`config.mk`:
```
export PLATFORM = sky130hd
export DESIGN_NAME = reg_file_wb
export DESIGN_NICKNAME = d
export VERILOG_FILES = /design/src/rtl/mips16_pkg.sv /design/src/rtl/pend_counter.sv /design/src/rtl/reg_file_wb.sv
export SDC_FILE = /design/constraint.sdc
export NUM_CORES = 1
export LEC_CHECK = 0
export ABC_AREA = 0
export CORE_MARGIN = 5
export CORE_UTILIZATION = 44
export DETAILED_ROUTE_END_ITERATION = 10
export PLACE_DENSITY_LB_ADDON = 0.25
export SYNTH_ARGS = -nofsm -noshare
export SYNTH_HDL_FRONTEND = slang
export SYNTH_HIERARCHICAL = 1
export SYNTH_SLANG_ARGS = --single-unit
```
`constraint.sdc`:
```
create_clock -name clock -period 2.11 [get_ports clock]
set_clock_uncertainty 0.05 [all_clocks]
set_input_delay 0.211 -clock clock [delete_from_list [all_inputs] [get_ports clock]]
set_output_delay 0.211 -clock clock [all_outputs]
set_load 0.005 [all_outputs]
```
`src/rtl/mips16_pkg.sv`:
```
// mips16_pkg: shared constants and types for the 16-bit MIPS datapath.
//   DATA_W / ADDR_W / NREGS  - register file geometry
//   PEND_W                   - width of the per-register pending-write counters
//   reg_addr_t / word_t      - register address and data word types
package mips16_pkg;

    localparam int DATA_W = 16;
    localparam int ADDR_W = 4;
    localparam int NREGS  = 16;
    localparam int PEND_W = 2;

    typedef logic [ADDR_W-1:0] reg_addr_t;
    typedef logic [DATA_W-1:0] word_t;

    localparam reg_addr_t REG_ZERO = 4'd0;

    localparam logic [PEND_W-1:0] PEND_ZERO = '0;
    localparam logic [PEND_W-1:0] PEND_ONE  = PEND_W'(1);
    localparam logic [PEND_W-1:0] PEND_MAX  = '1;

endpackage

```
`src/rtl/pend_counter.sv`:
```
// pend_counter: saturating up/down counter tracking outstanding writes to one
// register. Increments stop at PEND_MAX, decrements stop at zero, and a
// simultaneous effective inc/dec leaves the count unchanged.
// Ports:
//   clock  - system clock
//   reset  - asynchronous active-low reset, clears the count
//   inc    - request to add one outstanding write (ignored when saturated)
//   dec    - request to retire one outstanding write (ignored when zero)
//   cnt    - current count
//   sat    - count is at PEND_MAX
module pend_counter
    import mips16_pkg::*;
(
    input  logic              clock,
    input  logic              reset,
    input  logic              inc,
    input  logic              dec,
    output logic [PEND_W-1:0] cnt,
    output logic              sat
);

    logic [PEND_W-1:0] cnt_q;
    logic [PEND_W-1:0] cnt_d;
    logic              inc_ok;
    logic              dec_ok;

    assign sat    = (cnt_q == PEND_MAX);
    assign inc_ok = inc && !sat;
    // A writeback to an untracked register (count 0) is legal and leaves it at 0.
    assign dec_ok = dec && (cnt_q != PEND_ZERO);

    always_comb begin
        cnt_d = cnt_q;
        if (inc_ok && !dec_ok) begin
            cnt_d = cnt_q + PEND_ONE;
        end else if (dec_ok && !inc_ok) begin
            cnt_d = cnt_q - PEND_ONE;
        end
    end

    always_ff @(posedge clock or negedge reset) begin
        if (!reset) begin
            cnt_q <= PEND_ZERO;
        end else begin
            cnt_q <= cnt_d;
        end
    end

    assign cnt = cnt_q;

endmodule

```
`src/rtl/reg_file_wb.sv`:
```
// reg_file_wb: writeback-side register file with two combinational read
// ports, same-cycle write bypass and a per-register pending-write scoreboard.
// Ports:
//   clock, reset        - system clock, asynchronous active-low reset
//   IssueEn, IssueDest  - decode claims IssueDest as a pending destination
//   RegWrite, WrAddr,
//   WrData              - writeback strobe, destination and data
//   RdAddr1/2, RdData1/2- combinational read ports (r0 reads as zero)
//   Stall               - a read source still has an unresolved pending write
//   Overflow            - sticky: an issue hit a saturated pending counter
module reg_file_wb
    import mips16_pkg::*;
(
    input  logic              clock,
    input  logic              reset,
    input  logic              IssueEn,
    input  logic [ADDR_W-1:0] IssueDest,
    input  logic              RegWrite,
    input  logic [ADDR_W-1:0] WrAddr,
    input  logic [DATA_W-1:0] WrData,
    input  logic [ADDR_W-1:0] RdAddr1,
    input  logic [ADDR_W-1:0] RdAddr2,
    output logic [DATA_W-1:0] RdData1,
    output logic [DATA_W-1:0] RdData2,
    output logic              Stall,
    output logic              Overflow
);

    word_t             regs_q [NREGS];
    logic [PEND_W-1:0] cnt_w  [NREGS];
    logic [NREGS-1:0]  sat_w;
    logic              ovf_q;
    logic              ovf_d;
    logic              wr_hit1;
    logic              wr_hit2;
    logic              pend1;
    logic              pend2;

    // r0 is never pending.
    assign cnt_w[0] = PEND_ZERO;
    assign sat_w[0] = 1'b0;

    for (genvar r = 1; r < NREGS; r++) begin : g_pend
        pend_counter u_pend_counter (
            .clock (clock),
            .reset (reset),
            .inc   (IssueEn  && (IssueDest == ADDR_W'(r))),
            .dec   (RegWrite && (WrAddr    == ADDR_W'(r))),
            .cnt   (cnt_w[r]),
            .sat   (sat_w[r])
        );
    end

    always_ff @(posedge clock or negedge reset) begin
        if (!reset) begin
            for (int i = 0; i < NREGS; i++) begin
                regs_q[i] <= '0;
            end
        end else if (RegWrite && (WrAddr != REG_ZERO)) begin
            regs_q[WrAddr] <= WrData;
        end
    end

    // The dropped issue still flags the error; the counter itself refuses it.
    always_comb begin
        ovf_d = ovf_q;
        if (IssueEn && (IssueDest != REG_ZERO) && sat_w[IssueDest]) begin
            ovf_d = 1'b1;
        end
    end

    always_ff @(posedge clock or negedge reset) begin
        if (!reset) begin
            ovf_q <= 1'b0;
        end else begin
            ovf_q <= ovf_d;
        end
    end

    assign Overflow = ovf_q;

    assign wr_hit1 = RegWrite && (WrAddr == RdAddr1);
    assign wr_hit2 = RegWrite && (WrAddr == RdAddr2);

    always_comb begin
        RdData1 = regs_q[RdAddr1];
        if (RdAddr1 == REG_ZERO) begin
            RdData1 = '0;
        end else if (wr_hit1) begin
            RdData1 = WrData;
        end
    end

    always_comb begin
        RdData2 = regs_q[RdAddr2];
        if (RdAddr2 == REG_ZERO) begin
            RdData2 = '0;
        end else if (wr_hit2) begin
            RdData2 = WrData;
        end
    end

    // The last outstanding write arriving this cycle is bypassed, so it does
    // not stall.
    assign pend1 = (RdAddr1 != REG_ZERO) && (cnt_w[RdAddr1] != PEND_ZERO)
                   && !(wr_hit1 && (cnt_w[RdAddr1] == PEND_ONE));
    assign pend2 = (RdAddr2 != REG_ZERO) && (cnt_w[RdAddr2] != PEND_ZERO)
                   && !(wr_hit2 && (cnt_w[RdAddr2] == PEND_ONE));

    assign Stall = pend1 | pend2;

endmodule

```
# Word-level counts from Yosys, hierarchy flattened
# Cells that the tools add are included.
[op_classes]
reduce_logical = 187
eq_ne = 49
bitwise = 4
muxes = 51
n_addsub = 30
magnitude_cmp = 5
[op_table]
columns = ["cell", "n"]
rows = [
  ["bitwise mux 256 bit", 1],
  ["two-way mux 16 bit", 9],
  ["binary-select mux 16 bit (select 4 bit)", 2],
  ["logical AND 1 bit", 102],
  ["two-way mux 2 bit", 34],
  ["demux 16 bit (select 4 bit)", 1],
  ["== test 4 bit, second input constant", 16],
  ["nonzero test 2 bit", 32],
  ["zero test 1 bit", 47],
  ["== test 4 x 3 -> 1 bit, second input constant", 8],
  ["adder 2 x 1 -> 2 bit, second input constant", 15],
  ["== test 2 bit, second input constant", 15],
  ["subtractor 2 x 1 -> 2 bit, second input constant", 15],
  ["binary-select mux 2 bit (select 4 bit)", 2],
  ["== test 4 x 2 -> 1 bit, second input constant", 4],
  ["nonzero test 4 bit", 4],
  [">= comparator 5 bit, second input constant", 3],
  ["NOT 4 -> 5 bit", 3],
  ["== test 4 x 1 -> 1 bit, second input constant", 2],
  ["== test 4 bit", 2],
  ["zero test 4 bit", 2],
  ["less-than comparator 4 x 5 -> 1 bit, second input constant", 1],
  ["less-than comparator 5 x 1 -> 1 bit, second input constant", 1],
  ["binary-select mux 1 bit (select 4 bit)", 1],
  ["other kinds (3)", 4],
]
[word_totals]
regBits = 287
wordCells = 358

# Longest topological paths before layout
[depth]
word_depth = 9
ltp_mapped = 11

# Hierarchy
# The synthesis kept the hierarchy.
[modules_own_cells]
columns = ["module", "instances", "cells_per_inst", "area_each_um2", "seq_area_each_um2"]
rows = [
  ["reg_file_wb", 1, 1107, 14717.9, 6431.2],
  ["pend_counter", 15, 10, 111.4, 50.0],
]

# Worst setup path after synthesis
# OpenSTA, ideal clock, no wires.
[synth_path]
path_type = "in2reg"
start = "in RegWrite"
end = "reg g_pend[1].u_pend_counter.cnt_q[1]"
t_arrival_ps = 2064
slack_ps = -83
t_required_ps = 1981
path_stages = 11
n_path_buf = 3
setup_time_ps = 79
cell_sequence = "clkbuf_2 or3b_1 or2_2 buf_2 inv_2 buf_4 o21ai_0 ha_1 xor2_1 nor2_1 xor2_1"
[synth_between]
elab_chain_len = 5
word_cells_on_any_way = 7
[synth_rtl]
columns = ["item", "line", "text"]
rows = [
  ["start, declared", "reg_file_wb.sv:18", "input logic RegWrite,"],
  ["logical AND 1 bit (*)", "reg_file_wb.sv:48", ".dec (RegWrite && (WrAddr == ADDR_W'(r))),"],
  ["logical AND 1 bit (*)", "pend_counter.sv:30", "assign dec_ok = dec && (cnt_q != PEND_ZERO);"],
  ["zero test 1 bit", "pend_counter.sv:34", "if (inc_ok && !dec_ok) begin"],
  ["logical AND 1 bit", "pend_counter.sv:34", ""],
  ["two-way mux 2 bit or nonzero test 2 bit (tied branches)", "--", ""],
  ["end signal, assigned", "pend_counter.sv:45", "cnt_q <= cnt_d;"],
  ["end, declared", "pend_counter.sv:22", "logic [PEND_W-1:0] cnt_q;"],
]
# Every way passes the cells marked *; elsewhere a longest branch is shown, timed or not.
# A chain may end at the register's enable or synchronous reset.

# Worst setup path after layout
[layout_path]
start = "reg regs_q[31] in the netlist's numbering"
end = "out RdData1[15]"
[layout_between]
elab_chain_len = 5
[layout_rtl]
columns = ["item", "line", "text"]
rows = [
  ["start, declared", "reg_file_wb.sv:29", "word_t regs_q [NREGS];"],
  ["start signal, assigned by index", "reg_file_wb.sv:60", "regs_q[WrAddr] <= WrData;"],
  ["binary-select mux 16 bit (select 4 bit)", "reg_file_wb.sv:86", "RdData1 = regs_q[RdAddr1];"],
  ["two-way mux 16 bit (implied by the code) (2 in a row)", "reg_file_wb.sv:86", ""],
  ["two-way mux 16 bit", "reg_file_wb.sv:89", "end else if (wr_hit1) begin"],
  ["two-way mux 16 bit", "reg_file_wb.sv:87", "if (RdAddr1 == REG_ZERO) begin"],
  ["end, declared", "reg_file_wb.sv:23", "output logic [DATA_W-1:0] RdData1,"],
]
# No other way between the ends. The select of a mux whose other input is x is not followed.

==> reports/metrics.cfg <==
[outcome]
outcome = complete, but fails checks
violated_checks = negative setup slack

[timing]
setup_viol = 33
timing.final.crit_period_ns = 2.561
setup_slack_ns = -0.4509
fmax_ghz = 0.3905
grt_setup_unrepaired = true
max-slew-margin-rel_pct = 67.55
final_min_period_over_clock_period_pct = 121.4
final_hold_violating_endpoints = 0
tightestPinTransition_ns = 0.4862
maxSlewViolCount = 0

[placement]
numPlacedInstances = 1844
place_area_um2 = 18640
placement.setup.worst_slack_ns = -0.6286
dp.final_hpwl_um = 31140
weighted_congestion_reported_at_the_end_of_routability_driven_placement = 0.8288
portBuffers = 69

[global_route]
grt_first_pass_wirelength_um = 73270
gr-usage-all-layers_pct = 23.08
vias_in_the_first_global_route = 11910
globalRoute.totalOverflow = 0
antenna_violations_before_repair = 0
grt_max_degree = 74

[die]
num_io_pins = 70
fp.dieH_um = 203.0
placeableCoreArea_um2 = 36700
die-width_um = 203.0
core.rowCount = 70
die_area_um2 = 41200
starting_density_of_the_core_pct = 44.66

[logic_synthesis]
seq_area_frac_synth_pct = 43.82
synthesis.instances = 1257
mappedNetlistNets = 1308
synthFlopType = sky130_fd_sc_hd__dfrtp_1
ys_async_sr_fraction_pct = 100.0
mappedNetlistArea_um2 = 16390
yosys_warnings = 6
syn_avg_cell_area_um2 = 13.04
number_of_synthesized_flops_with_an_enable_pin = 0
number_of_distinct_library_cells_after_synthesis = 39
synth-seq-cells = 287

[critical_path]
cpPeakStageDelay_ns = 0.49
worst_path_cell_chain = buf_4 -> mux4_2 -> mux4_2 -> inv_2 -> o2bb2ai_2 -> buf_2
cp_num_buf_inv = 3
crit_path_frequent_cell = sky130_fd_sc_hd__mux4_2
path_max_fanout = 2
worst_path_max_delay_cell = sky130_fd_sc_hd__mux4_2
endpoint_kind = primary output
cp_data_required_time_ns = 1.85
timing_worst_setup_path_type = flip-flop to primary output
timing.critical_path.from_type = flip-flop
crit_arrival_ns = 2.30
worst_path_dominant_cell_family = multiplexers

[cells_and_area]
finalInstanceArea_um2 = 20060
final-instance-count-excl-fill = 1935
drive_gt1_share_pct = 48.88
finish.utilization_pct = 54.66
final_nets = 1493
mostFrequentLayoutCells = sky130_fd_sc_hd__dfrtp_1 (286), sky130_fd_sc_hd__nand2_1 (250), sky130_fd_sc_hd__mux4_2 (175)
layout-area-overhead-vs-synth_pct = 22.41
mostFrequentLayoutCell = sky130_fd_sc_hd__dfrtp_1
antenna_cells_inserted = 0

[cts]
tritoncts.num_buffers = 31
clockBufferDepth = 3
clk-insertion-delay-late_ns = 0.57
clk_pin_slew_ns = 0.06
cts_htree_levels = 1
cts_tree = built
cts_root_buffer = sky130_fd_sc_hd__clkbuf_16
clock_sink_count = 287

[power]
powerDensity_nw_per_um2 = 984.2
worst_ir_drop_vdd_uv = 747.9
p_leak_uw = 0.008876
power.total_uw = 19740

[route]
drc = 0
average_wire_per_standard_cell_um = 24.38
detail-route-antenna-nets = 0
drtIter0Drc = 926
drt-vias-per-instance = 5.848
dr_total_vias = 11320
drt_pass1_iterations = 5
drt-total-wl_um = 47180

[min_path]
worstHoldPathType = primary input to asynchronous set/reset pin

[job]
cap_viol_max_count = 0

[worst paths after layout]
| check | cells past startpoint | slack, ns | end | startpoint |
|---|---|---|---|---|
| max in group asynchronous | 3 | 1.20 | g_pend[9].u_pend_counter/cnt[1]$_DFFE_PN0P_ | reset |
| min in group clock | 0 | 0.34 | regs_q[240]$_DFFE_PN0P_ | regs_q[240]$_DFFE_PN0P_ |
| hold / removal | 2 | 0.08 | regs_q[223]$_DFFE_PN0P_ | reset |
| hold reg to reg | 0 | 0.34 | regs_q[240]$_DFFE_PN0P_ | regs_q[240]$_DFFE_PN0P_ |
| setup / recovery | 6 | -0.45 | RdData1[15] | regs_q[31]$_DFFE_PN0P_ |
| setup reg to reg | 6 | 0.02 | Overflow$_DFFE_PN0P_ | g_pend[15].u_pend_counter/cnt[1]$_DFFE_PN0P_ |
[flip-flops by register name, indices dropped and copies added (netlist names)]
| name | cells |
|---|---|
| Overflow | 1 |
| g_pend.u_pend_counter/cnt | 30 |
| regs_q | 256 |
[area by class of cell]
type,count,area [um2]
Clock buffer,40,869.6
Multi-Input combinational cell,824,8686
Fill cell,3014,16640
Inverter,38,155.1
Sequential cell,287,7183
Tap cell,468,585.6
Clock inverter,18,276.5
Timing Repair Buffer,260,2305
[where the power goes]
group / switching, uW / internal (uW)
Sequential: 1050 / 6840
Clock: 2340 / 3750
Combinational: 2220 / 3540
Total: 5610 / 14100
[synthesized netlist by cell type (2+ instances only)]
cell type                   number  share of area, %
sky130_fd_sc_hd__clkinv_1       12              0.27
sky130_fd_sc_hd__buf_6           6              0.41
sky130_fd_sc_hd__o2bb2ai_1      32               1.7
sky130_fd_sc_hd__inv_1          24              0.55
sky130_fd_sc_hd__mux2_2        163                11
sky130_fd_sc_hd__mux4_1         12               1.9
sky130_fd_sc_hd__inv_2           2             0.046
sky130_fd_sc_hd__nor3_1          5              0.15
sky130_fd_sc_hd__mux2i_1        15              0.92
sky130_fd_sc_hd__xnor2_1        17              0.91
sky130_fd_sc_hd__nor2b_1        15              0.57
sky130_fd_sc_hd__mux4_2        164                23
sky130_fd_sc_hd__nand2b_1        4              0.15
sky130_fd_sc_hd__or3_1           3              0.11
sky130_fd_sc_hd__buf_1           6              0.14
sky130_fd_sc_hd__a31o_2          2              0.11
sky130_fd_sc_hd__and2_2         15              0.69
sky130_fd_sc_hd__nor2_1         38              0.87
sky130_fd_sc_hd__clkbuf_1       51               1.2
sky130_fd_sc_hd__nand3b_1        4              0.18
sky130_fd_sc_hd__o21ai_0        17              0.52
sky130_fd_sc_hd__nor4_1          2             0.076
sky130_fd_sc_hd__nand2_1       250               5.7
sky130_fd_sc_hd__buf_4          12              0.55
sky130_fd_sc_hd__nor2_2          2             0.076
sky130_fd_sc_hd__xor2_1         36               1.9
sky130_fd_sc_hd__ha_1           15               1.1
sky130_fd_sc_hd__buf_2          32              0.98
sky130_fd_sc_hd__dfrtp_1       287                44
sky130_fd_sc_hd__nand3_1         5              0.15
[worst reg2reg max path, cell delays in order, from the launching register on]
cell                      delay, ns
sky130_fd_sc_hd__dfrtp_1       0.39
sky130_fd_sc_hd__buf_4         0.14
sky130_fd_sc_hd__buf_6         0.11
sky130_fd_sc_hd__and2_4        0.15
sky130_fd_sc_hd__mux4_2        0.46
sky130_fd_sc_hd__mux4_2        0.49
sky130_fd_sc_hd__a31o_1        0.19
[metrics by stage]
step	TNS (ns)	hold WS, ns
final	-12.29	0.08101
after global routing	-14.34	0.09417
after CTS	-12.98	0.07076
after detailed placement	-53.78	0.07384
after global placement	-50.93	0.07381
after floorplan	0	-0.1346
[routing by layer]
metal	global-route usage, %	routed length, um	part of all wire [%]
met2	39.34	23570	50
met1	32.02	19850	42
met3	3.146	2683	5.7
met5	0	0	0
met4	4.850	1075	2.3
[cells by family after synthesis]
logic type / Yosys count / share of synthesized area (%)
compound gates: 54 / 2.481
mux: 354 / 36.58
simple gates: 348 / 8.994
xor+xnor: 53 / 2.832
fa+ha+maj: 15 / 1.145
flops: 287 / 43.82
buf+inv: 146 / 4.146
[what timing repair did]
action	4_1_cts	5_1_grt
setup buffers	29	3
pin swaps	32	8
hold endpoints to repair	287	0
resized for setup	203	14
hold buffers	1	0
setup endpoints to repair	33	34
Note: power is estimated with default switching activity, not from simulation.
